===== src/rtl/omem_pkg.sv =====
// rtl/omem_pkg.sv - shared register map, CTRL bit positions and STATUS layout for omem_banked
// Purpose: constants and types shared by omem_banked and omem_bank.
// Contents: STATUS_OFS / CTRL_OFS byte offsets inside a core window,
//           CTRL bit positions, status_t packed STATUS register layout.
package omem_pkg;

    localparam logic [31:0] STATUS_OFS = 32'h0000_0100;
    localparam logic [31:0] CTRL_OFS   = 32'h0000_0104;

    localparam int CTRL_MODE_BIT  = 0;
    localparam int CTRL_CLEAR_BIT = 1;

    typedef struct packed {
        logic [15:0] frame_count;
        logic [14:0] popcount;
        logic        busy;
    } status_t;

endpackage


===== src/rtl/omem_bank.sv =====
// rtl/omem_bank.sv - per-core spike frame storage with CTRL, frame counter and popcount sequencer
// Purpose: holds one core's spike words, CTRL.mode, frame_count, frame_valid and
//          (with OMEM_POPCOUNT_EN defined) the word-serial popcount sequencer.
// Ports:   clk, rst (async, active-high)
//          capture, spike           - one-cycle frame capture strobe and frame bits
//          word_wr, word_idx, wdata, wsel - byte-lane write into a spike word
//          ctrl_wr                  - byte-lane write of CTRL (lane 0 used)
//          status_rd                - STATUS read strobe, clears frame_valid
//          word_rdata, status, ctrl - read values for the top-level read mux
//          frame_valid              - new frame captured and not yet read
// Macro:   OMEM_POPCOUNT_EN enables the popcount sequencer.
module omem_bank
    import omem_pkg::*;
#(
    parameter int NUM_NEURONS = 256,
    parameter int WORDS       = NUM_NEURONS / 32,
    parameter int IW          = (WORDS > 1) ? $clog2(WORDS) : 1
) (
    input  logic                   clk,
    input  logic                   rst,
    input  logic                   capture,
    input  logic [NUM_NEURONS-1:0] spike,
    input  logic                   word_wr,
    input  logic [IW-1:0]          word_idx,
    input  logic [31:0]            wdata,
    input  logic [3:0]             wsel,
    input  logic                   ctrl_wr,
    input  logic                   status_rd,
    output logic [31:0]            word_rdata,
    output logic [31:0]            status,
    output logic [31:0]            ctrl,
    output logic                   frame_valid
);

    logic [31:0] words [WORDS];
    logic        mode;
    logic [15:0] frame_count;
    logic        clear_now;
    logic        busy;
    logic [14:0] popcount;
    status_t     st;

    assign clear_now = ctrl_wr & wsel[0] & wdata[CTRL_CLEAR_BIT];

    always_ff @(posedge clk or posedge rst) begin
        if (rst) begin
            for (int w = 0; w < WORDS; w++) words[w] <= '0;
            mode        <= 1'b0;
            frame_count <= '0;
            frame_valid <= 1'b0;
        end else begin
            if (ctrl_wr && wsel[0]) mode <= wdata[CTRL_MODE_BIT];
            for (int w = 0; w < WORDS; w++) begin
                // Capture beats a same-cycle bus write; a same-cycle clear
                // empties the accumulator before the new frame is ORed in.
                if (capture) begin
                    words[w] <= ((mode && !clear_now) ? words[w] : 32'h0)
                                | spike[NUM_NEURONS-1-32*w -: 32];
                end else if (clear_now) begin
                    words[w] <= '0;
                end else if (word_wr && word_idx == IW'(w)) begin
                    for (int b = 0; b < 4; b++) begin
                        if (wsel[b]) words[w][8*b +: 8] <= wdata[8*b +: 8];
                    end
                end
            end
            if (capture) frame_count <= frame_count + 16'd1;
            if (capture)        frame_valid <= 1'b1;
            else if (status_rd) frame_valid <= 1'b0;
        end
    end

`ifdef OMEM_POPCOUNT_EN
    logic [IW-1:0] pc_idx;
    logic [15:0]   pc_sum;

    assign pc_sum = {1'b0, popcount} + 16'($countones(words[pc_idx]));

    // One word per cycle after each capture; a new capture restarts the walk.
    always_ff @(posedge clk or posedge rst) begin
        if (rst) begin
            busy     <= 1'b0;
            popcount <= '0;
            pc_idx   <= '0;
        end else if (capture) begin
            busy     <= 1'b1;
            popcount <= '0;
            pc_idx   <= '0;
        end else if (busy) begin
            popcount <= pc_sum[15] ? 15'h7FFF : pc_sum[14:0];
            pc_idx   <= pc_idx + 1'b1;
            if (pc_idx == IW'(WORDS-1)) busy <= 1'b0;
        end
    end
`else
    assign busy     = 1'b0;
    assign popcount = '0;
`endif

    assign word_rdata = words[word_idx];

    always_comb begin
        st.frame_count = frame_count;
        st.popcount    = popcount;
        st.busy        = busy;
    end
    assign status = st;

    always_comb begin
        ctrl                = '0;
        ctrl[CTRL_MODE_BIT] = mode;
    end

endmodule


===== src/rtl/omem_banked.sv =====
// rtl/omem_banked.sv - banked Wishbone-readable spike output memory for NUM_CORES SNN cores
// Purpose: decodes one CORE_STRIDE window per core, issues single-cycle Wishbone
//          acks with registered read data, and routes writes/captures to omem_bank.
// Ports:   wb_clk_i, wb_rst_i (async, active-high)
//          wbs_cyc_i/stb_i/we_i/sel_i/adr_i/dat_i, wbs_ack_o/dat_o - Wishbone classic slave
//          capture_i[NUM_CORES], spike_i[NUM_CORES*NUM_NEURONS]     - frame capture inputs
//          frame_valid_o[NUM_CORES]                                 - unread-frame flags
// Macro:   OMEM_POPCOUNT_EN (passed through to omem_bank).
module omem_banked
    import omem_pkg::*;
#(
    parameter int          NUM_CORES   = 2,
    parameter int          NUM_NEURONS = 256,
    parameter logic [31:0] OMEM_BASE   = 32'h8004_0000,
    parameter logic [31:0] CORE_STRIDE = 32'h0001_0000
) (
    input  logic                             wb_clk_i,
    input  logic                             wb_rst_i,
    input  logic                             wbs_cyc_i,
    input  logic                             wbs_stb_i,
    input  logic                             wbs_we_i,
    input  logic [3:0]                       wbs_sel_i,
    input  logic [31:0]                      wbs_adr_i,
    input  logic [31:0]                      wbs_dat_i,
    output logic                             wbs_ack_o,
    output logic [31:0]                      wbs_dat_o,
    input  logic [NUM_CORES-1:0]             capture_i,
    input  logic [NUM_CORES*NUM_NEURONS-1:0] spike_i,
    output logic [NUM_CORES-1:0]             frame_valid_o
);

    localparam int WORDS = NUM_NEURONS / 32;
    localparam int IW    = (WORDS > 1) ? $clog2(WORDS) : 1;
    localparam int CW    = (NUM_CORES > 1) ? $clog2(NUM_CORES) : 1;

    logic [31:0]          core_ofs [NUM_CORES];
    logic [NUM_CORES-1:0] core_hit;
    logic                 hit;
    logic [CW-1:0]        hit_core;
    logic [31:0]          offset;
    logic                 is_word, is_status, is_ctrl;
    logic                 req;
    logic [31:0]          rdata;
    logic [31:0]          bank_word   [NUM_CORES];
    logic [31:0]          bank_status [NUM_CORES];
    logic [31:0]          bank_ctrl   [NUM_CORES];

    // Unsigned subtraction wraps addresses below a window to large values,
    // so a single compare bounds the window on both sides.
    for (genvar c = 0; c < NUM_CORES; c++) begin : g_dec
        assign core_ofs[c] = wbs_adr_i - (OMEM_BASE + 32'(c) * CORE_STRIDE);
        assign core_hit[c] = core_ofs[c] < CORE_STRIDE;
    end

    always_comb begin
        hit      = 1'b0;
        hit_core = '0;
        offset   = '0;
        for (int c = NUM_CORES - 1; c >= 0; c--) begin
            if (core_hit[c]) begin
                hit      = 1'b1;
                hit_core = CW'(c);
                offset   = core_ofs[c];
            end
        end
    end

    assign is_word   = offset < 32'(4 * WORDS);
    assign is_status = {offset[31:2], 2'b00} == STATUS_OFS;
    assign is_ctrl   = {offset[31:2], 2'b00} == CTRL_OFS;
    assign req       = wbs_cyc_i & wbs_stb_i & ~wbs_ack_o;

    for (genvar c = 0; c < NUM_CORES; c++) begin : g_bank
        logic en;
        assign en = req & hit & (hit_core == CW'(c));

        omem_bank #(
            .NUM_NEURONS (NUM_NEURONS),
            .WORDS       (WORDS),
            .IW          (IW)
        ) u_bank (
            .clk         (wb_clk_i),
            .rst         (wb_rst_i),
            .capture     (capture_i[c]),
            .spike       (spike_i[c*NUM_NEURONS +: NUM_NEURONS]),
            .word_wr     (en & wbs_we_i & is_word),
            .word_idx    (offset[IW+1:2]),
            .wdata       (wbs_dat_i),
            .wsel        (wbs_sel_i),
            .ctrl_wr     (en & wbs_we_i & is_ctrl),
            .status_rd   (en & ~wbs_we_i & is_status),
            .word_rdata  (bank_word[c]),
            .status      (bank_status[c]),
            .ctrl        (bank_ctrl[c]),
            .frame_valid (frame_valid_o[c])
        );
    end

    always_comb begin
        rdata = '0;
        for (int c = 0; c < NUM_CORES; c++) begin
            if (hit && hit_core == CW'(c)) begin
                if (is_word)        rdata = bank_word[c];
                else if (is_status) rdata = bank_status[c];
                else if (is_ctrl)   rdata = bank_ctrl[c];
            end
        end
    end

    // ack <= req alternates with ack, so a held stb yields ack every other cycle.
    always_ff @(posedge wb_clk_i or posedge wb_rst_i) begin
        if (wb_rst_i) begin
            wbs_ack_o <= 1'b0;
            wbs_dat_o <= '0;
        end else begin
            wbs_ack_o <= req;
            wbs_dat_o <= (req && !wbs_we_i) ? rdata : 32'h0;
        end
    end

endmodule


===== config.mk =====
export PLATFORM = sky130hd
export DESIGN_NAME = omem_banked
export DESIGN_NICKNAME = d
export VERILOG_FILES = /design/src/rtl/omem_pkg.sv /design/src/rtl/omem_bank.sv /design/src/rtl/omem_banked.sv
export SDC_FILE = /design/constraint.sdc
export NUM_CORES = 2
export LEC_CHECK = 0
export BUFFER_PORTS_ARGS = -buffer_cell sky130_fd_sc_hd__buf_4
export CELL_PAD_IN_SITES_DETAIL_PLACEMENT = 1
export CELL_PAD_IN_SITES_GLOBAL_PLACEMENT = 2
export CORE_ASPECT_RATIO = 1.5
export CORE_MARGIN = 3
export CORE_UTILIZATION = 32
export DETAILED_ROUTE_END_ITERATION = 8
export GPL_TIMING_DRIVEN = 0
export PLACE_DENSITY = 0.85
export SLEW_MARGIN = 20
export SYNTH_ARGS = -nofsm -noshare
export SYNTH_HDL_FRONTEND = slang
export SYNTH_HIERARCHICAL = 1
export SYNTH_SLANG_ARGS = --single-unit

===== constraint.sdc =====
create_clock -name wb_clk_i -period 9.88 [get_ports wb_clk_i]
set_input_delay 1.976 -clock wb_clk_i [delete_from_list [all_inputs] [get_ports wb_clk_i]]
set_output_delay 1.976 -clock wb_clk_i [all_outputs]
set_load 0.05 [all_outputs]

==> run metrics <==
max-slew violation count 0; Worst-path clk slew 0.06 ns; Post-synth EDFFs 0; routability cong. 0.945; total track usage 31.3%; R2R Path End g_bank[0].u_bank/words[149]; Critical Path End Type flip-flop; CTS Root Cell clkbuf_16; area of the die 106000 µm²; DIE WIDTH 267 µm; CTS tree yes; CTS Sinks 581; Mapped Cells 3272; Finish-stage setup viols 0; most numerous cell in the Yosys netlist nand2_1; Reg2Reg Setup Slack 6.18 ns; via-per-instance ratio 5.79; max-cap violations 0; static leakage 0.0188 µW; synth unique cells 74; DR iter-0 viols 3104; synth warn 6; Ports 622; Reg2Reg Depth 8; status completed; Main synth FF type dfrtp_1; CP Class in -> reg; total wire length 169000 µm; number of global-route vias before repair 32800; HP Class reg -> reg; CTS HTree Levels 2; Clock Latency Late Sink 0.67 ns; Synth Area per Inst 9.97 µm²; max_slew headroom 14.5%; area of the core 101000 µm²; Layout area overhead 27.4%; WP data arrival 7.67 ns; Initial Util 32.4%; Synth top area share 44.6%; worst setup margin 2.76 ns; final period utilization 72.1%; initial antenna violation count 14; # rows 142; CP Launch Type input pin; Residual DRC 0; Pwr Density 150 nW/µm²; Inst Count DP 5278; routed wire length per instance 31.3 µm; total number of vias 31300; chip height 397 µm; maximum clock rate 140 MHz; Reg2Reg Launch Point wbs_ack_o; FFs w/ async S/R, synth 100%; nets@finish 4637; CTS Buf Count 60; Overflow after GRT 0; Synth Cell Area 32600 µm²; Seq/Total Area, Yosys 44.6%; cells taking the most area after synthesis dfrtp_1 (45%), o221ai_1 (9.0%), mux4_2 (8.8%); worst endpoint required time 10.43 ns; total power 6240 µW; CP Max Fanout 10; largest net degree at the start of global routing 103; # resized after CTS 0; Max Root-Sink Buffers 3; layout cells sized above 1 28.2%; first-pass GRT wire length 237000 µm; fillcell total 11500; crit path from wbs_adr_i[18]; Max rail drop VDD 0.138 mV; Post-DP HPWL 135000 µm; Final Hold Viols 0; RSZ-0062 raised after global routing no; Yosys top cell by area dfrtp_1; Hold-fix buffers, CTS 0; setup bufs post-CTS 0; Final ANT Viol Nets 0; PortBufs 611; Post-synth top cells nand2_1 (674), dfrtp_1 (581), inv_1 (352); Worst Clk Skew 0.0403 ns; final non-filler cell total 5403; Seq cells post-synth 581; worst setup path endpoint wbs_dat_o[15]; minimum clock period 7.12 ns; worst slew pin tran 1.28 ns; Placement Setup Slack 2.08 ns; Pre-antenna DRT Iters 5
==> worst max-delay path, cell delays in order <==
cell and delay [ns]:
buf_4 0.14, inv_1 0.05, ha_1 0.26, or3_1 0.35, o22ai_1 0.14, a31oi_1 0.18
nor4_4 0.80, nor2_1 0.25, nor2b_2 0.46, buf_6 0.23, buf_4 0.29, buf_2 0.37
buf_2 0.46, mux4_2 0.39, o21ai_0 0.65, nor2_1 0.17, o22a_1 0.23, a311oi_2 0.23
==> worst min-delay path by stage <==
stage	slack, ns	endpoint	start	depth (start not counted)
finish	0.47	g_bank[0].u_bank/frame_count[15]	g_bank[0].u_bank/frame_count[15]	1
global route	0.50	g_bank[0].u_bank/frame_count[15]	g_bank[0].u_bank/frame_count[15]	1
CTS	0.48	g_bank[0].u_bank/frame_count[15]	g_bank[0].u_bank/frame_count[15]	1
detailed placement	0.47	g_bank[0].u_bank/frame_count[15]	g_bank[0].u_bank/frame_count[15]	1
global placement	0.46	g_bank[0].u_bank/frame_count[15]	g_bank[0].u_bank/frame_count[15]	1
floorplan	0.44	g_bank[1].u_bank/frame_count[15]	g_bank[1].u_bank/frame_count[15]	1
==> metrics by stage <==
stage | instance area, µm² | setup TNS, ns | utilization [%] | hold slack, ns
6_report | 41500 | 0 | 41.3 | 0.470
5_1_grt | 41500 | 0 | 41.3 | 0.503
4_1_cts | 41500 | 0 | 41.3 | 0.480
2_1_floorplan | 33000 | 0 | - | 0.441
3_3_place_gp | 39200 | -1804.93 | 38.9 | 0.461
3_5_place_dp | 39400 | 0 | 39.1 | 0.467
==> flip-flops by register name (all words and copies together), names as in the netlist <==
| register | count |
|---|---|
| g_bank.u_bank/frame_count | 32 |
| g_bank.u_bank/frame_valid | 2 |
| g_bank.u_bank/mode | 2 |
| g_bank.u_bank/words | 512 |
| wbs_ack_o | 1 |
| wbs_dat_o | 32 |
==> power breakdown <==
group	internal, µW	total (µW)	switching [µW]
clock	1440	2500	1060
combinational	453	986	533
sequential	2600	2750	156
total	4490	6240	1750
==> cells by family (layout without fill, tap and decap cells) <==
group,count (synthesis),count (layout),synth area share (%)
other cells,2,106,0.0230
simple gates,1035,1035,14.0
fa+ha+maj,6,6,0.230
compound gates,789,789,21.4
flops,581,581,44.6
buf+inv,681,1412,9.47
mux,144,144,9.39
xor+xnor,34,34,0.913
==> layer usage <==
metal  part of all wire [%]  wire length (µm)  global-route usage [%]  up-vias
met4                    7.4             12500                    19.1        2
li1                       -                 -                       -    13300
met3                    7.6             12800                    5.05      433
met2                     49             82000                    53.0     1654
met5                 0.0071                12                       0        -
met1                     36             61700                    37.2    15900
==> area by class of cell <==
cell class                      count  area [µm²]  area share, %
Inverter                          356        1350           3.25
Clock buffer                       80        1730           4.16
Buffer                            325        1750           4.22
Tap cell                         1296        1620           3.90
Sequential cell                   581       14500           35.0
Clock inverter                     33         422           1.01
Timing Repair Buffer              618        4760           11.5
Multi-Input combinational cell   2102       15300           36.9
Antenna cell                       12        30.0         0.0723
==> layout by cell type, fill, tap and decap left out, drive strengths merged, types with 94 or more instances in the layout <==
master and n:
o221ai 336, buf 830, a221o 160, inv 354, and2 125, dfrtp 581
conb 94, nand2 674, mux4 128, nor2 116, clkbuf 193
Note: power is estimated with default switching activity, not from simulation.
